[src/rtl/brownout_rate_monitor.sv]
// Brownout monitor: trips on a critical detector or on a debounced run of excessive
// sample-to-sample drops, then holds the trip until a clean interval or an explicit clear.
module brownout_rate_monitor #(
    parameter int DATA_W      = 20,
    parameter int DEBOUNCE    = 2,
    parameter int HOLD_CYCLES = 16
) (
    input  logic              clk,
    input  logic              rst_n,
    input  logic              sample_valid,
    input  logic [DATA_W-1:0] adc_in,
    input  logic [DATA_W-1:0] rate_limit,
    input  logic              bod_warn,
    input  logic              bod_crit,
    input  logic              clear,
    output logic              brownout,
    output logic [1:0]        trip_cause,
    output logic [DATA_W-1:0] drop_out,
    output logic [1:0]        state_out
);

    localparam int VW = (DEBOUNCE    < 1) ? 1 : $clog2(DEBOUNCE + 1);
    localparam int HW = (HOLD_CYCLES < 1) ? 1 : $clog2(HOLD_CYCLES + 1);
    localparam logic [VW-1:0] DEB_MAX  = VW'(DEBOUNCE);
    localparam logic [HW-1:0] HOLD_MAX = HW'(HOLD_CYCLES);

    typedef enum logic [1:0] {
        IDLE    = 2'b00,
        MONITOR = 2'b01,
        TRIP    = 2'b10
    } state_t;

    state_t            state_q, state_d;
    logic [DATA_W-1:0] prev_q, prev_d;
    logic              prev_valid_q, prev_valid_d;
    logic [VW-1:0]     viol_cnt_q, viol_cnt_d;
    logic [HW-1:0]     hold_cnt_q, hold_cnt_d;
    logic [1:0]        trip_cause_q, trip_cause_d;
    logic [DATA_W-1:0] drop_q, drop_d;
    logic              brownout_q, brownout_d;

    logic [DATA_W-1:0] drop_now;
    logic              violating;
    logic              rate_trip;
    logic              trip_exit;
    logic [VW-1:0]     viol_inc;
    logic [HW-1:0]     hold_inc;

    // Unsigned drop; a rise in the sample yields zero rather than wrapping.
    function automatic logic [DATA_W-1:0] calc_drop(input logic [DATA_W-1:0] prev,
                                                    input logic [DATA_W-1:0] cur);
        return (prev > cur) ? (prev - cur) : '0;
    endfunction

    function automatic logic [HW-1:0] sat_hold_inc(input logic [HW-1:0] c);
        return (c >= HOLD_MAX) ? HOLD_MAX : (c + 1'b1);
    endfunction

    function automatic logic [VW-1:0] sat_viol_inc(input logic [VW-1:0] c);
        return (c >= DEB_MAX) ? DEB_MAX : (c + 1'b1);
    endfunction

    always_comb begin
        state_d      = state_q;
        prev_d       = prev_q;
        prev_valid_d = prev_valid_q;
        viol_cnt_d   = viol_cnt_q;
        hold_cnt_d   = hold_cnt_q;
        trip_cause_d = trip_cause_q;
        drop_d       = drop_q;
        rate_trip    = 1'b0;
        trip_exit    = 1'b0;

        drop_now  = calc_drop(prev_q, adc_in);
        violating = sample_valid && prev_valid_q && (state_q != IDLE) && (drop_now > rate_limit);
        viol_inc  = sat_viol_inc(viol_cnt_q);
        hold_inc  = sat_hold_inc(hold_cnt_q);

        // prev and drop track valid samples in both MONITOR and TRIP
        if (sample_valid && (state_q != IDLE)) begin
            prev_d       = adc_in;
            prev_valid_d = 1'b1;
            if (prev_valid_q) begin
                drop_d = drop_now;
            end
        end

        case (state_q)
            IDLE: begin
                if (bod_crit) begin
                    state_d      = TRIP;
                    trip_cause_d = 2'b01;
                    hold_cnt_d   = '0;
                end else if (bod_warn) begin
                    state_d = MONITOR;
                end
            end

            MONITOR: begin
                if (sample_valid && prev_valid_q) begin
                    if (violating) begin
                        viol_cnt_d = viol_inc;
                        rate_trip  = (viol_inc >= DEB_MAX);
                    end else begin
                        viol_cnt_d = '0;
                    end
                end
                if (bod_crit || rate_trip) begin
                    state_d      = TRIP;
                    trip_cause_d = {rate_trip, bod_crit};
                    viol_cnt_d   = '0;
                    hold_cnt_d   = '0;
                end else if (!bod_warn) begin
                    state_d      = IDLE;
                    prev_valid_d = 1'b0;
                    viol_cnt_d   = '0;
                    hold_cnt_d   = '0;
                end
            end

            TRIP: begin
                if (bod_crit) begin
                    hold_cnt_d      = '0;
                    trip_cause_d[0] = 1'b1;
                end else if (violating) begin
                    hold_cnt_d = '0;
                end else begin
                    hold_cnt_d = hold_inc;
                    trip_exit  = (hold_inc >= HOLD_MAX);
                end
                if (!bod_crit && clear) begin
                    trip_exit = 1'b1;
                end
                if (trip_exit) begin
                    trip_cause_d = 2'b00;
                    hold_cnt_d   = '0;
                    viol_cnt_d   = '0;
                    if (bod_warn) begin
                        state_d = MONITOR;
                    end else begin
                        state_d      = IDLE;
                        prev_valid_d = 1'b0;
                    end
                end
            end

            default: begin
                state_d      = IDLE;
                prev_valid_d = 1'b0;
                viol_cnt_d   = '0;
                hold_cnt_d   = '0;
                trip_cause_d = 2'b00;
            end
        endcase

        brownout_d = (state_d == TRIP);
    end

    always_ff @(posedge clk or negedge rst_n) begin
        if (!rst_n) begin
            state_q      <= IDLE;
            prev_q       <= '0;
            prev_valid_q <= 1'b0;
            viol_cnt_q   <= '0;
            hold_cnt_q   <= '0;
            trip_cause_q <= 2'b00;
            drop_q       <= '0;
            brownout_q   <= 1'b0;
        end else begin
            state_q      <= state_d;
            prev_q       <= prev_d;
            prev_valid_q <= prev_valid_d;
            viol_cnt_q   <= viol_cnt_d;
            hold_cnt_q   <= hold_cnt_d;
            trip_cause_q <= trip_cause_d;
            drop_q       <= drop_d;
            brownout_q   <= brownout_d;
        end
    end

    assign brownout   = brownout_q;
    assign trip_cause = trip_cause_q;
    assign drop_out   = drop_q;
    assign state_out  = state_q;

endmodule

[config.mk]
export PLATFORM = sky130hd
export DESIGN_NAME = brownout_rate_monitor
export DESIGN_NICKNAME = d
export VERILOG_FILES = /design/src/rtl/brownout_rate_monitor.sv
export SDC_FILE = /design/constraint.sdc
export NUM_CORES = 1
export LEC_CHECK = 0
export CAP_MARGIN = 0
export CORE_MARGIN = 10
export CORE_UTILIZATION = 50
export CTS_BUF_LIST = sky130_fd_sc_hd__clkbuf_8
export CTS_CLUSTER_SIZE = 14
export DETAILED_ROUTE_END_ITERATION = 7
export PLACE_DENSITY = 0.77
export REMOVE_ABC_BUFFERS = 1
export SLEW_MARGIN = 30
export SYNTH_ARGS = -nofsm -noshare
export SYNTH_HDL_FRONTEND = slang
export SYNTH_SLANG_ARGS = --single-unit
export TNS_END_PERCENT = 100
[constraint.sdc]
create_clock -name clk -period 13.1 [get_ports clk]
set_input_delay 3.275 -clock clk [delete_from_list [all_inputs] [get_ports clk]]
set_output_delay 3.275 -clock clk [all_outputs]
set_load 0.01 [all_outputs]
==> results by group <==
Placement
  • Gp weighted congestion: roughly 0.88
  • Setup WS pre-CTS: about 4.6 ns
  • IO buf count: 70
  • Dpl cells: 588
  • Post-DP HPWL: 7290 um

Final layout
  • Post-route insts no fill: around 600
  • Nets: 585
  • FILL cells: 656
  • Antenna Cells: 0
  • Fraction of layout cells with a size suffix above 1: 5.84%
  • Area Growth Syn to Fin: 24.9%

Floorplan
  • IO Count: 71
  • Die footprint: 11300 sq um
  • Die Ht: 106 um
  • Row cnt: 31
  • Total core area: between 7000 and 8000 sq um
  • Die Width: 106 um
  • Starting Density: 51.4%

Yosys
  • Synth Area in Simple Gates: 16.3%
  • Top cell type's share of synthesized area: a little over a third
  • Synth top area cells: dfrtp_1 (36%), ha_1 (14%), nand2_1 (5.1%), o21ai_0 (5.0%), inv_1 (4.9%)
  • Mapped Avg Cell Area: 8.72 sq um
  • Largest family of logic cells by synthesized area: compound AO/OA/AOI/OAI gates
  • Register area share after synthesis: 35.5%
  • Top-count cell post-synth: dfrtp_1
  • Ys async rst share: 100%
  • Netlist cell types: 54
  • Yosys reg bits: 53
  • Ys flop type: dfrtp_1
  • Post-synth EDFFs: 0
  • XOR/XNOR share of the synthesized area: 3.99%
  • Cell taking the most area after synthesis: dfrtp_1
  • Cells after synthesis: 428
  • Post-Syn Area: 3730 sq um
  • Compound-Gate Fraction of Synth Area: 22.1%
  • Top post-synthesis cells by count: dfrtp_1 (53), nand2_1 (51), inv_1 (49)
  • Synth warn: 0
  • Adder-cell share of the synthesized area: around 15%
  • Post-synthesis mux area share: 1.21%

Worst hold path
  • Hold depth: 2
  • Hold Crit Class: flop to flop

Timing
  • Min Hold Slack: 0.482 ns
  • Final worst slack: 4.97 ns
  • Number of max-slew violations in the final report: 0
  • Final setup violation count: 0
  • Skew final: about 0.017 ns
  • Final TNS setup: 0 ns
  • Final worst-path cycle share: between 60% and 70%
  • Slew Limit Headroom: 47.2%
  • Period minus WS final: 8.13 ns
  • Final hold vios: 0
  • Fmax: 123 MHz
  • Worst-margin pin slew: around 0.79 ns
  • Unrepaired setup endpoints after global routing: no

Power and ir drop
  • Worst VDD drop: ~0.094 mV
  • Leak: about 2.2 nW
  • Pwr Density: 221 nW/um^2

Clocking
  • Clk slew on worst S/H paths: 0.11 ns
  • Setup Buffers After CTS: 0
  • Clk sinks: 53
  • Post-CTS Resized: 0
  • Worst skew pair latency: 0.32 ns
  • H-tree depth: 2
  • TritonCTS Buffers: 5
  • Max clock buf depth: 2
  • Hold Buf Count CTS: 0
  • CTS Root Buffer Type: clkbuf_8
  • CTS tree: built

Critical path
  • Worst Setup End Kind: flop
  • Worst Path Arrival: between 8 and 9 ns
  • Top fanout value on the critical path: 32
  • Critical Path Source Type: input port
  • CP Class: input port to flop
  • Worst-case reg-to-reg path depth: 20
  • Data required, critical path: between 10 and 15 ns

Run status
  • Outcome: complete, no violations

Route
  • DR vias: ~3.2k
  • 1st-iter DRT viols: 144
  • Drt total wl: 9030 um
  • Residual DRC count: 0
  • Drt pass-1 iters: 5
  • Routed WL per cell: roughly 15 um
  • Detail Route Antenna Nets: 0
  • Average via count per standard cell: about 5.4

Global route
  • Vias in the first global route: 3402
  • Largest net degree at the start of global routing: 54
  • First-pass GRT wire length: 15400 um
  • GR Overflow Total: 0
  • Initial antenna violation count: 0
  • GR Util All Layers: 16.0%

Job
  • Maxcap violations: 0
[per-stage QoR]
step                utilization, %  power [mW]  cell area, sq um
floorplan                        -       0.702              3680
global placement              62.5       0.888              4530
detailed placement            62.6       0.915              4540
CTS                           64.3        1.04              4660
global route                  64.3        1.13              4660
finish                        64.3        1.03              4660
[flip-flops by register name (all words and copies together) (netlist names)]
register / cells
drop_out: 20
prev_valid_q: 1
viol_cnt_q: 2
hold_cnt_q: 5
prev_q: 20
state_out: 2
trip_cause: 2
brownout: 1
[final timing paths]
kind / startpoint / slack, ns / to
min in group asynchronous: rst_n / 3.07 / drop_out[11]
max reg2reg: prev_q[0] / 8.01 / prev_valid_q
max: adc_in[0] / 4.97 / prev_valid_q
min reg2reg: drop_out[2] / 0.48 / drop_out[2]
max in group asynchronous: rst_n / 9.59 / prev_q[11]
min: drop_out[2] / 0.48 / drop_out[2]
[metal layers]
layer	global-route usage [%]	vias to the layer above	part of all wire (%)
met1	18.8	1513	44
met5	0	-	0
met3	2.78	11	4.2
met4	4.16	0	1.1
met2	29.4	84	51
li1	-	1630	-
[layout make-up]
class / count / area (sq um) / area share, %
multi-input combinational: 314 / 2190 / 47.0
sequential: 53 / 1330 / 28.5
timing repair buffer: 73 / 718 / 15.4
inverter: 49 / 184 / 3.95
tap: 99 / 124 / 2.66
clock buffer: 6 / 82.6 / 1.77
clock inverter: 2 / 37.5 / 0.805
[worst max-delay path: stages]
cell,delay (ns)
clkdlybuf4s50_1,0.49
ha_1,0.17
inv_1,0.05
fa_1,0.42
a211o_1,0.31
o211ai_1,0.21
a211o_1,0.21
o21ai_1,0.11
nor2b_1,0.18
o22ai_4,0.60
nor2_1,0.13
ha_1,0.34
a21o_1,0.20
a21o_2,0.20
a21oi_1,0.12
o21ai_0,0.19
o41ai_1,0.69
nand2_1,0.19
a21oi_1,0.16
a221oi_1,0.06
[cells by family (layout without fill, tap and decap cells)]
family,count (synthesis),in the layout
simple gates,127,127
compound gates,123,123
buf+inv,61,130
flops,53,53
fa+ha+maj,43,43
xor+xnor,17,17
mux,4,4
[power breakdown]
part	internal [mW]	switching (mW)	total, mW
Clock	0.0622	0.0558	0.118
Sequential	0.231	0.0489	0.280
Combinational	0.280	0.352	0.632
Total	0.573	0.457	1.03
[cells in the final DEF (no fill, tap or decap), drive strengths merged, types with 5 or more instances in the layout]
cell	instances
inv	49
a21oi	24
a21o	11
nand4	8
xor2	11
nor2b	5
nand3	5
clkdlybuf4s50	69
nand2	51
o211ai	5
o31ai	12
xnor2	6
nor2	30
clkbuf	6
nor3	5
ha	42
nand2b	5
o21ai	42
a211o	5
dfrtp	53
Note: power is estimated with default switching activity, not from simulation.
==> variant 1 (same flow settings) <==
Set the parameter `DATA_W` to 30 (it was 20).
--- a/src/rtl/brownout_rate_monitor.sv
+++ b/src/rtl/brownout_rate_monitor.sv
@@ -1,7 +1,7 @@
 // Brownout monitor: trips on a critical detector or on a debounced run of excessive
 // sample-to-sample drops, then holds the trip until a clean interval or an explicit clear.
 module brownout_rate_monitor #(
-    parameter int DATA_W      = 20,
+    parameter int DATA_W      = 30,
     parameter int DEBOUNCE    = 2,
     parameter int HOLD_CYCLES = 16
 ) (
Interface: changed (resized adc_in, drop_out and rate_limit); port bits go from 71 to 101. No check against the original RTL was run, so the function may have changed too.
==> variant 1 against the unedited design <==
Die area up 42%. Synthesized area up 53%. Power up 19%. Sequential cell count up 20. Critical path depth down 1. Fmax down 2.3%. Critical path type unchanged. Cell count up 54%. Register-to-register slack worse by 0.25 ns. Global-route usage up 2.4 points. Utilization down 0.52 points. Cell area up 50%. Largest power group unchanged. Sequential share of layout area down 2.4 points. Worst setup slack worse by 0.19 ns. Wire length up 65%.
==> variant 1: results (changes against the unedited design) <==
[global_route]
grt_use_total=0.184  ; was 0.160
grt_pass1_vias=5143  ; was 3,402
antenna_found_initial=0  ; unchanged
use_met3=0.0541  ; was 0.0278
grt_max_degree=74  ; was 54
grt_util_met2=0.300  ; was 0.294
grt_pass1_wl_um=25000  ; was 15,400 µm

[pwr]
power.leakage_nw=3.42  ; was 2.24 nW
peakVddDrop_mv=0.111  ; was 0.0935 mV

[critical_path]
arrival_ns=8.62  ; was 8.31 ns
slowest_delay_ns=0.45  ; was 0.69 ns
rr_endpoint=hold_cnt_q[3]  ; was prev_valid_q
cp_max_fo=33  ; was 32
slowest_stage=clkdlybuf4s50_1  ; was o41ai_1
r2r_slack_ns=7.76  ; was 8.01 ns
critPathLaunch=adc_in[11]  ; was adc_in[0]

[place]
port_buffers=100  ; was 70
dp_hpwl_um=11600  ; was 7290 µm
routabilityCongestion=0.892  ; was 0.879
dp_slack_ns=4.33  ; was 4.64 ns

[finish]
multi_input_gates=500  ; was 314
final-clk-cell-share=0.0281  ; was 0.0258
final_nets=899  ; was 585
inv_count=82  ; was 49
clock_buffers=10  ; was 6
n_all_buffers=104  ; was 73
final_layout_size_suffix_gt1_frac=0.0619  ; was 0.0584
multi_input_area_share=0.495  ; was 0.470
nFillCells=947  ; was 656
buf_share=0.147  ; was 0.154

[min_path]
hp-start=drop_out[10]  ; was drop_out[2]
min_to=drop_out[10]  ; was drop_out[2]

[cts]
clk_latency_ns=0.38  ; was 0.32 ns
root_buffer=clkbuf_8  ; unchanged
clock_sinks=73  ; was 53
htreeDepth=3  ; was 2
numCtsBuffers=9  ; was 5

[timing]
post-route-period-util=0.635  ; was 0.621
whs_ns=0.480  ; was 0.482 ns
finClkSkew_ns=0.0135  ; was 0.0171 ns
slew_headroom=0.551  ; was 0.472

[detailed_routing]
drt-total-wl_um=14900  ; was 9030 µm
vias_per_cell=5.55  ; was 5.43
wirelength_met1_um=6630  ; was 3930 µm
drt-initial-drc-count=344  ; was 144
wl_met2_um=6910  ; was 4620 µm
wl_met3_um=1030  ; was 380 µm

[synth]
yosys-top-cells-count=88 x nand2_1, 82 x inv_1, 73 x dfrtp_1  ; was 53 x dfrtp_1, 51 x nand2_1, 49 x inv_1
ys_seq_area_frac=0.320  ; was 0.355
synth_area_um2=5700  ; was 3730 µm²
synthTopCellsByArea=dfrtp_1 32%, ha_1 14%, nand2_1 5.8%  ; was dfrtp_1 36%, ha_1 14%, nand2_1 5.1%
yosysUniqueCellTypes=63  ; was 54

[run_status]
status=finished, final reports clean  ; unchanged

-- variant 1: kinds of logic after synthesis --
logic type | after synthesis | synth area share
AND/OR/NAND/NOR | 213 | 0.184
AO/OA/AOI/OAI | 200 | 0.244
buffers and inverters | 106 | 0.0742
flip-flops | 73 | 0.320
adder cells (fa/ha/maj) | 63 | 0.140
XOR/XNOR | 20 | 0.0307
multiplexers | 4 | 0.00724
-- variant 1: metrics by stage --
stage               instance area, µm²  std cells  power, mW
detailed placement                6800        899       1.05
finish                            7000        915       1.23
global route                      7000        915       1.33
floorplan                         5590        655      0.805
CTS                               7000        915       1.23
global placement                  6800        899       1.02
-- variant 1: critical path, delay by kind of cell --
kind | cells | cell delay, ns
AOI/OAI and AO/OA | 11 | 2.76
and+or+nand+nor | 3 | 0.95
buffers and inverters | 3 | 0.93
adders and majority gates | 2 | 0.68
-- variant 1: power by group --
group	switching, mW	total (mW)	internal, mW
logic	0.393	0.698	0.306
clock network	0.0915	0.183	0.0918
registers	0.0492	0.347	0.298
==> variant 2 (config.mk and constraints unchanged) <==
Without the edit above. The output `brownout` loses its register stage (`brownout_q` becomes a continuous assignment).
--- a/src/rtl/brownout_rate_monitor.sv
+++ b/src/rtl/brownout_rate_monitor.sv
@@ -165,7 +165,6 @@
             hold_cnt_q   <= '0;
             trip_cause_q <= 2'b00;
             drop_q       <= '0;
-            brownout_q   <= 1'b0;
         end else begin
             state_q      <= state_d;
             prev_q       <= prev_d;
@@ -174,9 +173,10 @@
             hold_cnt_q   <= hold_cnt_d;
             trip_cause_q <= trip_cause_d;
             drop_q       <= drop_d;
-            brownout_q   <= brownout_d;
         end
     end
+
+    assign brownout_q = brownout_d;
 
     assign brownout   = brownout_q;
     assign trip_cause = trip_cause_q;
Formal check against the unedited RTL: not equivalent (Yosys sat finds a counterexample within 4 cycles, from zero or initial values and one cycle with rst_n low).
==> variant 2 against the unedited design <==
Power decreased by 1.8%. Synthesized area decreased by 0.67%. Non-clock buffer count increased by 1. Cell count unchanged. Worst setup slack got worse by 3.6 ns. Clock skew decreased by 0.014 ns. Sequential cell count decreased by 1. Wire length decreased by 3.0%. Fmax decreased by 31%. Cell area decreased by 0.81%. Clock power decreased by 8%. First-iteration DRC count decreased by 0.69%. Sequential share of layout area decreased by 0.31 points. Sequential power decreased by 2%. Largest power group unchanged.
==> variant 2: results (changes against the unedited design) <==
[run_status]
status=finished, final reports clean  ; unchanged

[finish]
final_layout_size_suffix_gt1_frac=0.0584  ; unchanged
register_area_um2=1300  ; was 1330 µm²
buf_share=0.157  ; was 0.154
n_all_buffers=74  ; was 73
num_antenna_cells=0  ; unchanged
area_delta_synth_final_pct=24.7  ; was 24.9%
final-clk-cell-share=0.0233  ; was 0.0258
multiInputGateArea_um2=2180  ; was 2190 µm²
nFillCells=652  ; was 656
clock_buffers=5  ; was 6

[pwr]
power.leakage_nw=2.23  ; was 2.24 nW
peakVddDrop_mv=0.111  ; was 0.0935 mV

[critical_path]
slowest_stage=or4_4  ; was o41ai_1
slowest_delay_ns=0.57  ; was 0.69 ns
arrival_ns=8.51  ; was 8.31 ns
critPathLaunch=adc_in[0]  ; unchanged

[global_route]
antenna_found_initial=0  ; unchanged
grt_max_degree=53  ; was 54
grt_pass1_wl_um=14900  ; was 15,400 µm
grt_pass1_vias=3280  ; was 3,402
grt_use_total=0.156  ; was 0.160

[synth]
yosys-top-cells-count=52 x dfrtp_1, 51 x nand2_1, 49 x inv_1  ; was 53 x dfrtp_1, 51 x nand2_1, 49 x inv_1
yosysUniqueCellTypes=54  ; unchanged
ys_seq_area_frac=0.351  ; was 0.355
synthTopCellsByArea=dfrtp_1 35%, ha_1 14%, nand2_1 5.2%  ; was dfrtp_1 36%, ha_1 14%, nand2_1 5.1%
async_flop_share=1.00  ; unchanged

[cts]
clock_sinks=52  ; was 53
postCtsResizedCells=0  ; unchanged
cts_setup_buffers=0  ; unchanged
clk_pin_slew_ns=0.09  ; was 0.11 ns

[detailed_routing]
drtPass1Iterations=4  ; was 5
drt-total-wl_um=8760  ; was 9030 µm
drt-initial-drc-count=143  ; was 144
vias_per_cell=5.34  ; was 5.43

[min_path]
hp-start=drop_out[1]  ; was drop_out[2]

[timing]
finClkSkew_ns=0.00354  ; was 0.0171 ns
slew_headroom=0.549  ; was 0.472

[place]
dp_hpwl_um=7060  ; was 7290 µm
routabilityCongestion=0.879  ; about the same
post_dp_cell_area_um2=4520  ; was 4540 µm²
dp_slack_ns=1.29  ; was 4.64 ns

[flow_run]
maxCapViolCount=0  ; unchanged

[floorplanning]
die_width_um=106  ; about the same

==> variant 2: cell families after synthesis <==
family,Yosys count,share of synthesized area
fa+ha+maj,43,0.147
simple gates,127,0.164
compound gates,123,0.223
xor+xnor,17,0.0402
mux,4,0.0122
buf+inv,61,0.0625
flops,52,0.351
==> variant 2: report_power, final <==
group          switching, mW  internal (mW)
Combinational          0.348          0.281
Sequential            0.0467          0.227
Clock                 0.0524         0.0560
Total                  0.447          0.564
==> variant 2: worst register-to-register path, cell delays in order, from the launching register on <==
cell and delay (ns):
dfrtp_1 0.38, inv_1 0.06, ha_1 0.16, inv_1 0.06
fa_1 0.42, a211o_1 0.31, o211ai_1 0.20, a211o_1 0.23
o21ai_1 0.11, nor2b_1 0.15, o22ai_2 0.13, buf_4 0.32
nor2_1 0.10, ha_1 0.32, a21o_1 0.19, a21o_2 0.20
a21oi_1 0.13, o21ai_0 0.19, o41ai_1 0.66, nand2_1 0.18
a21oi_1 0.16, a221oi_1 0.06
==> variant 2: layer usage <==
metal  up-vias  part of all wire  GRT usage
li1       1634                 -          -
met1      1483              0.44      0.180
met2        59              0.51      0.290
met3         8             0.037     0.0314
met4         0            0.0094     0.0348
met5         -                 0          0
==> variant 2: path summary, 6_finish.rpt <==
check                      slack, ns  cells past startpoint             to
min in group asynchronous       3.07                      2   prev_valid_q
max in group asynchronous       9.56                      2  viol_cnt_q[0]
setup reg to reg                8.24                     21   prev_valid_q
hold / removal                  0.49                      2    drop_out[1]
hold reg to reg                 0.49                      2    drop_out[1]
setup / recovery                1.32                     22       brownout
==> variant 2: per-stage QoR <==
| step | instances | hold WS [ns] |
|---|---|---|
| global placement | 588 | 0.462 |
| global route | 596 | 0.511 |
| CTS | 596 | 0.495 |
| finish | 596 | 0.487 |
| detailed placement | 588 | 0.474 |
| floorplan | 415 | 0.454 |
